**src/rtl/uart_xcvr_param_if.sv**
```systemverilog
// Serial transceiver bus: transmit request/status, serial lines and receive results.
// The DUT attaches through the slave modport; the driving side uses master.
interface uart_xcvr_param_if #(
  parameter int DATA_W = 8
);
  logic              tx_start;
  logic [DATA_W-1:0] tx_data;
  logic              tx_busy;
  logic              serial_tx;
  logic              serial_rx;
  logic [DATA_W-1:0] rx_data;
  logic              rx_valid;
  logic              rx_parity_err;
  logic              rx_frame_err;

  modport slave (
    input  tx_start, tx_data, serial_rx,
    output tx_busy, serial_tx, rx_data, rx_valid, rx_parity_err, rx_frame_err
  );

  modport master (
    output tx_start, tx_data, serial_rx,
    input  tx_busy, serial_tx, rx_data, rx_valid, rx_parity_err, rx_frame_err
  );
endinterface

```
**src/rtl/uart_xcvr_param.sv**
```systemverilog
// Parameterised UART transceiver: independent TX and RX engines sharing one bit-period
// definition, with optional odd/even parity and one or two transmitted stop bits.
module uart_xcvr_param #(
  parameter int DATA_W       = 8,
  parameter int PARITY       = 0,
  parameter int STOP_BITS    = 1,
  parameter int CLKS_PER_BIT = 16
) (
  input  logic              clk,
  input  logic              rst_n,
  uart_xcvr_param_if.slave  bus
);

  localparam int CW = $clog2(CLKS_PER_BIT);
  localparam int BW = $clog2(DATA_W);
  localparam logic [CW-1:0] CNT_LAST = CW'(CLKS_PER_BIT - 1);
  localparam logic [CW-1:0] CNT_MID  = CW'(CLKS_PER_BIT / 2 - 1);
  localparam logic [BW-1:0] BIT_LAST = BW'(DATA_W - 1);
  localparam bit            HAS_PAR  = (PARITY != 0);
  localparam bit            ODD_PAR  = (PARITY == 1);
  localparam bit            TWO_STOP = (STOP_BITS == 2);

  typedef enum logic [2:0] {
    S_IDLE,
    S_START,
    S_DATA,
    S_PAR,
    S_STOP
  } state_e;

  // ---------------------------------------------------------------- TX engine
  state_e            tx_state_q, tx_state_d;
  logic [CW-1:0]     tx_cnt_q, tx_cnt_d;
  logic [BW-1:0]     tx_bit_q, tx_bit_d;
  logic [DATA_W-1:0] tx_shift_q, tx_shift_d;
  logic              tx_par_q, tx_par_d;
  logic              tx_stop2_q, tx_stop2_d;
  logic              tx_bit_end;
  logic              tx_line;
  logic              tx_busy;

  always_ff @(posedge clk) begin
    if (!rst_n) begin
      tx_state_q <= S_IDLE;
      tx_cnt_q   <= '0;
      tx_bit_q   <= '0;
      tx_shift_q <= '0;
      tx_par_q   <= 1'b0;
      tx_stop2_q <= 1'b0;
    end else begin
      tx_state_q <= tx_state_d;
      tx_cnt_q   <= tx_cnt_d;
      tx_bit_q   <= tx_bit_d;
      tx_shift_q <= tx_shift_d;
      tx_par_q   <= tx_par_d;
      tx_stop2_q <= tx_stop2_d;
    end
  end

  assign tx_bit_end = (tx_cnt_q == CNT_LAST);

  always_comb begin
    tx_state_d = tx_state_q;
    tx_cnt_d   = tx_cnt_q;
    tx_bit_d   = tx_bit_q;
    tx_shift_d = tx_shift_q;
    tx_par_d   = tx_par_q;
    tx_stop2_d = tx_stop2_q;
    if (tx_state_q != S_IDLE) begin
      tx_cnt_d = tx_bit_end ? '0 : tx_cnt_q + 1'b1;
    end
    unique case (tx_state_q)
      S_IDLE: begin
        tx_cnt_d = '0;
        if (bus.tx_start) begin
          tx_state_d = S_START;
          tx_shift_d = bus.tx_data;
          tx_par_d   = ODD_PAR ? ~^bus.tx_data : ^bus.tx_data;
          tx_bit_d   = '0;
          tx_stop2_d = 1'b0;
        end
      end
      S_START: begin
        if (tx_bit_end) tx_state_d = S_DATA;
      end
      S_DATA: begin
        if (tx_bit_end) begin
          tx_shift_d = {1'b0, tx_shift_q[DATA_W-1:1]};
          tx_bit_d   = tx_bit_q + 1'b1;
          if (tx_bit_q == BIT_LAST) tx_state_d = HAS_PAR ? S_PAR : S_STOP;
        end
      end
      S_PAR: begin
        if (tx_bit_end) tx_state_d = S_STOP;
      end
      S_STOP: begin
        // With two stop bits the first period only arms the flag for a second pass.
        if (tx_bit_end) begin
          if (TWO_STOP && !tx_stop2_q) tx_stop2_d = 1'b1;
          else                         tx_state_d = S_IDLE;
        end
      end
      default: tx_state_d = S_IDLE;
    endcase
  end

  always_comb begin
    tx_busy = (tx_state_q != S_IDLE);
    tx_line = 1'b1;
    unique case (tx_state_q)
      S_START: tx_line = 1'b0;
      S_DATA:  tx_line = tx_shift_q[0];
      S_PAR:   tx_line = tx_par_q;
      default: tx_line = 1'b1;
    endcase
  end

  assign bus.tx_busy   = tx_busy;
  assign bus.serial_tx = tx_line;

  // ---------------------------------------------------------------- RX engine
  logic              rx_meta_q, rx_sync_q;
  state_e            rx_state_q, rx_state_d;
  logic [CW-1:0]     rx_cnt_q, rx_cnt_d;
  logic [BW-1:0]     rx_bit_q, rx_bit_d;
  logic [DATA_W-1:0] rx_shift_q, rx_shift_d;
  logic              rx_parbit_q, rx_parbit_d;
  logic [DATA_W-1:0] rx_data_q, rx_data_d;
  logic              rx_perr_q, rx_perr_d;
  logic              rx_ferr_q, rx_ferr_d;
  logic              rx_valid_q, rx_valid_d;
  logic              rx_bit_end;
  logic              rx_par_calc;

  always_ff @(posedge clk) begin
    if (!rst_n) begin
      rx_meta_q   <= 1'b1;
      rx_sync_q   <= 1'b1;
      rx_state_q  <= S_IDLE;
      rx_cnt_q    <= '0;
      rx_bit_q    <= '0;
      rx_shift_q  <= '0;
      rx_parbit_q <= 1'b0;
      rx_data_q   <= '0;
      rx_perr_q   <= 1'b0;
      rx_ferr_q   <= 1'b0;
      rx_valid_q  <= 1'b0;
    end else begin
      rx_meta_q   <= bus.serial_rx;
      rx_sync_q   <= rx_meta_q;
      rx_state_q  <= rx_state_d;
      rx_cnt_q    <= rx_cnt_d;
      rx_bit_q    <= rx_bit_d;
      rx_shift_q  <= rx_shift_d;
      rx_parbit_q <= rx_parbit_d;
      rx_data_q   <= rx_data_d;
      rx_perr_q   <= rx_perr_d;
      rx_ferr_q   <= rx_ferr_d;
      rx_valid_q  <= rx_valid_d;
    end
  end

  assign rx_bit_end  = (rx_cnt_q == CNT_LAST);
  assign rx_par_calc = ODD_PAR ? ~^rx_shift_q : ^rx_shift_q;

  always_comb begin
    rx_state_d  = rx_state_q;
    rx_cnt_d    = rx_bit_end ? '0 : rx_cnt_q + 1'b1;
    rx_bit_d    = rx_bit_q;
    rx_shift_d  = rx_shift_q;
    rx_parbit_d = rx_parbit_q;
    rx_data_d   = rx_data_q;
    rx_perr_d   = rx_perr_q;
    rx_ferr_d   = rx_ferr_q;
    rx_valid_d  = 1'b0;
    unique case (rx_state_q)
      S_IDLE: begin
        rx_cnt_d = '0;
        if (!rx_sync_q) rx_state_d = S_START;
      end
      S_START: begin
        // Half-period resample aligns all later samples to mid-bit and rejects glitches.
        if (rx_cnt_q == CNT_MID) begin
          rx_cnt_d   = '0;
          rx_bit_d   = '0;
          rx_state_d = rx_sync_q ? S_IDLE : S_DATA;
        end
      end
      S_DATA: begin
        if (rx_bit_end) begin
          rx_shift_d = {rx_sync_q, rx_shift_q[DATA_W-1:1]};
          rx_bit_d   = rx_bit_q + 1'b1;
          if (rx_bit_q == BIT_LAST) rx_state_d = HAS_PAR ? S_PAR : S_STOP;
        end
      end
      S_PAR: begin
        if (rx_bit_end) begin
          rx_parbit_d = rx_sync_q;
          rx_state_d  = S_STOP;
        end
      end
      S_STOP: begin
        if (rx_bit_end) begin
          rx_data_d  = rx_shift_q;
          rx_ferr_d  = ~rx_sync_q;
          rx_perr_d  = HAS_PAR && (rx_parbit_q != rx_par_calc);
          rx_valid_d = 1'b1;
          rx_state_d = S_IDLE;
        end
      end
      default: rx_state_d = S_IDLE;
    endcase
  end

  assign bus.rx_data       = rx_data_q;
  assign bus.rx_valid      = rx_valid_q;
  assign bus.rx_parity_err = rx_perr_q;
  assign bus.rx_frame_err  = rx_ferr_q;

endmodule

```
**src/flat_wrapper.sv**
```systemverilog
// flat-port wrapper written by rule: the top's interface ports become plain ports
module uart_xcvr_param_flat 
#(
  parameter int DATA_W       = 8,
  parameter int PARITY       = 0,
  parameter int STOP_BITS    = 1,
  parameter int CLKS_PER_BIT = 16
)
  (clk, rst_n, bus_tx_start, bus_tx_data, bus_serial_rx, bus_tx_busy, bus_serial_tx, bus_rx_data, bus_rx_valid, bus_rx_parity_err, bus_rx_frame_err);
  uart_xcvr_param_if #(.DATA_W(DATA_W)) bus_i ();
  input  logic clk;
  input  logic rst_n;
  input wire logic [$bits(bus_i.tx_start)-1:0] bus_tx_start;
  input wire logic [$bits(bus_i.tx_data)-1:0] bus_tx_data;
  input wire logic [$bits(bus_i.serial_rx)-1:0] bus_serial_rx;
  output wire logic [$bits(bus_i.tx_busy)-1:0] bus_tx_busy;
  output wire logic [$bits(bus_i.serial_tx)-1:0] bus_serial_tx;
  output wire logic [$bits(bus_i.rx_data)-1:0] bus_rx_data;
  output wire logic [$bits(bus_i.rx_valid)-1:0] bus_rx_valid;
  output wire logic [$bits(bus_i.rx_parity_err)-1:0] bus_rx_parity_err;
  output wire logic [$bits(bus_i.rx_frame_err)-1:0] bus_rx_frame_err;
  assign bus_i.tx_start = bus_tx_start;
  assign bus_i.tx_data = bus_tx_data;
  assign bus_i.serial_rx = bus_serial_rx;
  assign bus_tx_busy = bus_i.tx_busy;
  assign bus_serial_tx = bus_i.serial_tx;
  assign bus_rx_data = bus_i.rx_data;
  assign bus_rx_valid = bus_i.rx_valid;
  assign bus_rx_parity_err = bus_i.rx_parity_err;
  assign bus_rx_frame_err = bus_i.rx_frame_err;
  uart_xcvr_param #(.DATA_W(DATA_W), .PARITY(PARITY), .STOP_BITS(STOP_BITS), .CLKS_PER_BIT(CLKS_PER_BIT)) u_core (.clk(clk), .rst_n(rst_n), .bus(bus_i));
endmodule
```
**config.mk**
```make
export PLATFORM = sky130hd
export DESIGN_NAME = uart_xcvr_param_flat
export DESIGN_NICKNAME = d
export VERILOG_FILES = /design/src/rtl/uart_xcvr_param_if.sv /design/src/rtl/uart_xcvr_param.sv /design/src/flat_wrapper.sv
export SDC_FILE = /design/constraint.sdc
export NUM_CORES = 1
export LEC_CHECK = 0
export CORE_MARGIN = 3
export CORE_UTILIZATION = 50
export CTS_CLUSTER_SIZE = 40
export DETAILED_ROUTE_END_ITERATION = 8
export DONT_BUFFER_PORTS = 1
export HOLD_SLACK_MARGIN = 0.03
export PLACE_DENSITY = 0.61
export SLEW_MARGIN = 30
export SYNTH_ARGS = -nofsm -noshare
export SYNTH_HDL_FRONTEND = slang
export SYNTH_SLANG_ARGS = --single-unit
```
**constraint.sdc**
```tcl
create_clock -name clk -period 1.94 [get_ports clk]
set_input_delay 0.097 -clock clk [delete_from_list [all_inputs] [get_ports clk]]
set_output_delay 0.097 -clock clk [all_outputs]
set_load 0.02 [all_outputs]
```
==> After elaboration in Yosys (flattened, before gate mapping) <==
Cells that the tools add are included.
{ "totals": {"reg_bits": 49, "inputBits": 12, "output_inout_bits": 13, "elab_cells": 90} }
{ "op_classes": {"add_sub_neg": 4, "n_eq_ne": 25, "mux": 30, "bitwise": 2, "n_reduce_logical": 15} }
{ "op_table": {"columns": ["cell", "n"], "rows": [
  ["$mux 3", 16],
  ["$pmux 3 s5", 2],
  ["$ne 2x1->1 const B", 10],
  ["$mux 8", 2],
  ["$pmux 8 s2", 1],
  ["$eq 3x2->1 const B", 4],
  ["$eq 3x3->1 const B", 4],
  ["$mux 4", 3],
  ["$pmux 3 s2", 2],
  ["$reduce_and 6->1", 2],
  ["$add 4x1->4 const B", 2],
  ["$eq 4x4->1 const B", 2],
  ["$pmux 4 s2", 1],
  ["$reduce_and 2->1", 4],
  ["$reduce_xor 8->1", 1],
  ["$add 3x1->3 const B", 2],
  ["$eq 3x1->1 const B", 2],
  ["$logic_not 3->1", 2],
  ["$reduce_and 3->1", 2],
  ["$eq 4x3->1 const B", 1],
  ["$ne 2x2->1 const B", 2],
  ["$reduce_bool 2->1", 2],
  ["$pmux 1 s3", 1],
  ["$reduce_bool 3->1", 1],
  ["4 further kinds", 5]
]} }

==> Logic depth before layout (Yosys ltp) <==
{ "depth": {"ltp_word": 4, "ltp_mapped": 7, "depth_no_buf": 6} }

==> Worst setup path after synthesis <==
Ideal clock, no wire load.
{ "synth_path": {"path_kind": "register to register", "from": "register u_core.rx_cnt_q[0]", "to": "register u_core.rx_bit_q[0]", "setup_time_ps": 65, "t_arrival_ps": 1462, "t_required_ps": 1875, "setup_slack_ps": 412, "path_stages_with_launch": 8, "n_path_buf": 2, "synth_period_minus_slack_ps": 1528, "cell_sequence": "dfxtp_1 -> ha_1 -> and3_1 -> clkbuf_1 -> nand3_1 -> buf_2 -> mux2_2 -> nor2_1"} }
{ "synth_between": {"elab_chain_len": 3, "elab_cells_between_ends": 5, "classes_between": "eq/ne: 4; reduce/logical: 1"} }
{ "synth_rtl": {"columns": ["item", "line_no", "source"], "rows": [
  ["start: declaration", "uart_xcvr_param.sv:124", "logic [CW-1:0] rx_cnt_q, rx_cnt_d;"],
  ["start signal: assignment", "uart_xcvr_param.sv:152", "rx_cnt_q <= rx_cnt_d;"],
  ["$eq 4x4->1 / $eq 4x3->1 (equally long branches)", "uart_xcvr_param.sv:163, uart_xcvr_param.sv:183", null],
  ["$ne 2x1->1 (no line)", null, null],
  ["$reduce_and 3->1 (no line) *", null, null],
  ["end signal: assignment", "uart_xcvr_param.sv:153", "rx_bit_q <= rx_bit_d;"],
  ["end: declaration", "uart_xcvr_param.sv:125", "logic [BW-1:0] rx_bit_q, rx_bit_d;"]
]} }
Mark *: on every way between the ends. The rest lies on a longest branch, timed or not.
A chain may end at the register's enable or synchronous reset.

==> Final worst setup path <==
{ "layout_path": {"from": "register u_core.tx_cnt_q[0]", "to": "register u_core.tx_bit_q[0]"} }
{ "layout_between": {"elab_chain_len": 3} }
{ "layout_rtl": {"columns": ["item", "line_no", "source"], "rows": [
  ["start: declaration", "uart_xcvr_param.sv:33", "logic [CW-1:0] tx_cnt_q, tx_cnt_d;"],
  ["start signal: assignment", "uart_xcvr_param.sv:52", "tx_cnt_q <= tx_cnt_d;"],
  ["$eq 4x4->1", "uart_xcvr_param.sv:60", "assign tx_bit_end = (tx_cnt_q == CNT_LAST);"],
  ["$ne 2x1->1 (no line)", null, null],
  ["$reduce_and 3->1 (no line)", null, null],
  ["end signal: assignment", "uart_xcvr_param.sv:53", "tx_bit_q <= tx_bit_d;"],
  ["end: declaration", "uart_xcvr_param.sv:34", "logic [BW-1:0] tx_bit_q, tx_bit_d;"]
]} }
No other way between the ends.

==> impl_metrics.ini <==
[setup_path]
cp_max_fo = 15
critPathRequiredTime_ps = 2130
worst_setup_path_start_kind = register
path_class = reg2reg
r2r_start = u_core.tx_cnt_q[0]
ff2ff_path_depth = 5
r2r_end = u_core.tx_bit_q[0]
worstPathArrival_ps = 1910
worstSetupStartpoint = u_core.tx_cnt_q[0]
setup.worst_path.end = u_core.tx_bit_q[0]
rrSetupSlack_ps = 210
critPathCaptureType = register

[synthesis]
synth_area_um2 = 2220
synth_edf_count = 0
synthDistinctLibCells = 43
yosysSeqAreaShare_pct = 44.19
syn_avg_cell_area_um2 = 9.693
async_reset_ff_share_pct = 0
yosysTopAreaCellShare_pct = 44.19
yosys-top-cells-area = dfxtp_1, mux2i_1, nor2_1
synth-seq-cells = 49
synth_area_leader_cell = dfxtp_1
yosysWarnings = 0
synth.net_count = 247
synth.most_common_cell = dfxtp_1
yosys-top-cells-count = dfxtp_1, nor2_1, mux2i_1
syn_inst = 229
synth-main-ff-cell = dfxtp_1

[clocking]
post_cts.repair.setup_buffers = 0
clk_pin_slew_ps = 90
hold_buffers = 5
h-tree-depth = 2
cts_root_buf = clkbuf_8
cts-resized-gates = 0
clk-insertion-delay-late_ps = 300
clock_sinks = 49
clk_path_buf_depth = 2
cts_tree = done
cts_buffers = 5

[power_and_ir_drop]
sw_frac_of_total_pct = 27.16
switching_power_w = 0.0005382
comb_power_share_pct = 13.0
powerDensity_nw_per_um2 = 831.8
leakagePower_nw = 1.070
power.share.clock_pct = 31.8
power.internal_w = 0.001443
ir_worst_vdd_uv = 609.7
power_frac_seq_pct = 55.2

[route]
drtAntennaViolNets = 0
wl_per_cell_um = 13.85
drt_iter0_markers = 56
dr.pass1.iters = 4
drc = 0
via_count = 1579
viasPerCell = 5.580
routed_wirelength_um = 3920

[placement]
dp_hpwl_um = 2817
port_buffers = 0
gp_congestion = 0.7990
dp_cells = 270

[floorplanning]
rows = 23
start_util_pct = 53.56
coreArea_um2 = 4144
dieWidth_um = 72.63
fp.dieArea_um2 = 5274
io_pins = 25
die_h_um = 72.63

[sta]
maxSlewViolCount = 0
setup_violations = 0
min_period_over_period_pct = 89.00
finalCriticalPeriod_ps = 1727
hold_viol_final = 0
setup-tns-final_ps = 0
slew_headroom_pct = 63.65
tightest_slew_ps = 543.5
finClkSkew_ps = 3.420
rsz0062_at_grt = no
clock.fmax_mhz = 579.2

[status]
outcome = complete, no violations

[global_route]
grt_first_pass_wirelength_um = 6720
antenna_found_initial = 0
track_usage_pct = 16.04
grt.overflow.total = 0
grt_max_degree = 21
grt_pass1_vias = 1600

[cells_and_area]
drive_above_1_share_pct = 11.59
stdcell_count = 283
area_delta_synth_final_pct = 7.328
fin_nets = 250
fin_util_pct = 57.49
diodes = 0

[flow_run]
cap_viol_max_count = 0

[hold_path]
hold_start = bus_tx_data[0]
min_path_type = in2reg
[worst min-delay path by stage]
stage                                 endpoint  cells past startpoint
after floorplan               u_core.rx_meta_q                      1
after global placement        u_core.rx_sync_q                      1
after detailed placement      u_core.rx_sync_q                      1
after CTS                 u_core.tx_shift_q[0]                      2
after global routing      u_core.tx_shift_q[0]                      2
final                     u_core.tx_shift_q[0]                      2
[power groups by stage]
stage / Clock [W] / Sequential [W] / Combinational [W]
4_1_cts: 0.000659 / 0.00109 / 0.000262
3_3_place_gp: 0 / 0.00111 / 0.000238
6_report: 0.000630 / 0.00109 / 0.000258
3_5_place_dp: 0 / 0.00112 / 0.000249
2_1_floorplan: 0 / 0.00108 / 0.000253
5_1_grt: 0.000701 / 0.00110 / 0.000286
[cells in the final DEF (no fill, tap or decap), types with 3 or more instances in the layout]
cell / instances
dfxtp_1: 49
nor2_1: 33
mux2i_1: 26
a21oi_1: 14
nand2_1: 11
nand3_1: 8
xnor2_1: 8
ha_1: 6
buf_4: 6
and3_1: 5
nand2b_1: 5
xor2_1: 5
clkbuf_8: 5
dlygate4sd3_1: 5
a211oi_2: 4
a211oi_1: 4
nand3b_1: 3
nor3b_1: 3
o21ai_0: 3
[cells by family after synthesis]
family	synth area share [%]
and+or+nand+nor	19.73
other	0.1689
AOI/OAI and AO/OA	10.15
buffers and inverters	4.509
muxes	12.74
adders and majority gates	3.382
xor gates and xnor gates	5.130
DFF	44.19
[routing by layer]
metal / GRT usage, % / vias up / wire length (µm)
met5: 0 / - / 0
met4: 6.352 / 0 / 33
met3: 5.234 / 4 / 199
met2: 26.65 / 31 / 1869
met1: 19.10 / 744 / 1817
li1: - / 800 / -
[flip-flops by register name (all words and copies together), names as in the netlist, 3 cells and up]
register,flops
u_core.bus.rx_data,8
u_core.rx_shift_q,8
u_core.tx_shift_q,8
u_core.rx_cnt_q,4
u_core.tx_cnt_q,4
u_core.rx_bit_q,3
u_core.rx_state_q,3
u_core.tx_bit_q,3
u_core.tx_state_q,3
[critical path, stage by stage (launching register included)]
cell     delay [ps]
dfxtp_1         380
ha_1            230
nand3_1         270
o21ai_4         450
mux2_2          240
nor2_2           30
[per-stage QoR]
stage	cell area [µm²]	setup WS (ps)	hold slack, ps	total power [W]
floorplan	2220	412.4	170.0	0.001338
global placement	2235	341.3	175.6	0.001351
detailed placement	2235	237.3	178.8	0.001366
CTS	2382	213.0	33.82	0.002014
global route	2382	56.78	51.10	0.002089
finish	2382	213.5	41.55	0.001982
[final cells by class]
| type | count | area, µm² |
|---|---|---|
| clock buffer | 5 | 68.82 |
| clock inverter | 3 | 28.78 |
| fill | 381 | 1762 |
| inverter | 2 | 7.507 |
| multi-input combinational | 163 | 1139 |
| sequential | 49 | 980.9 |
| tap | 50 | 62.56 |
| timing repair buffer | 11 | 95.09 |
Power figures use the tool's default switching activity.
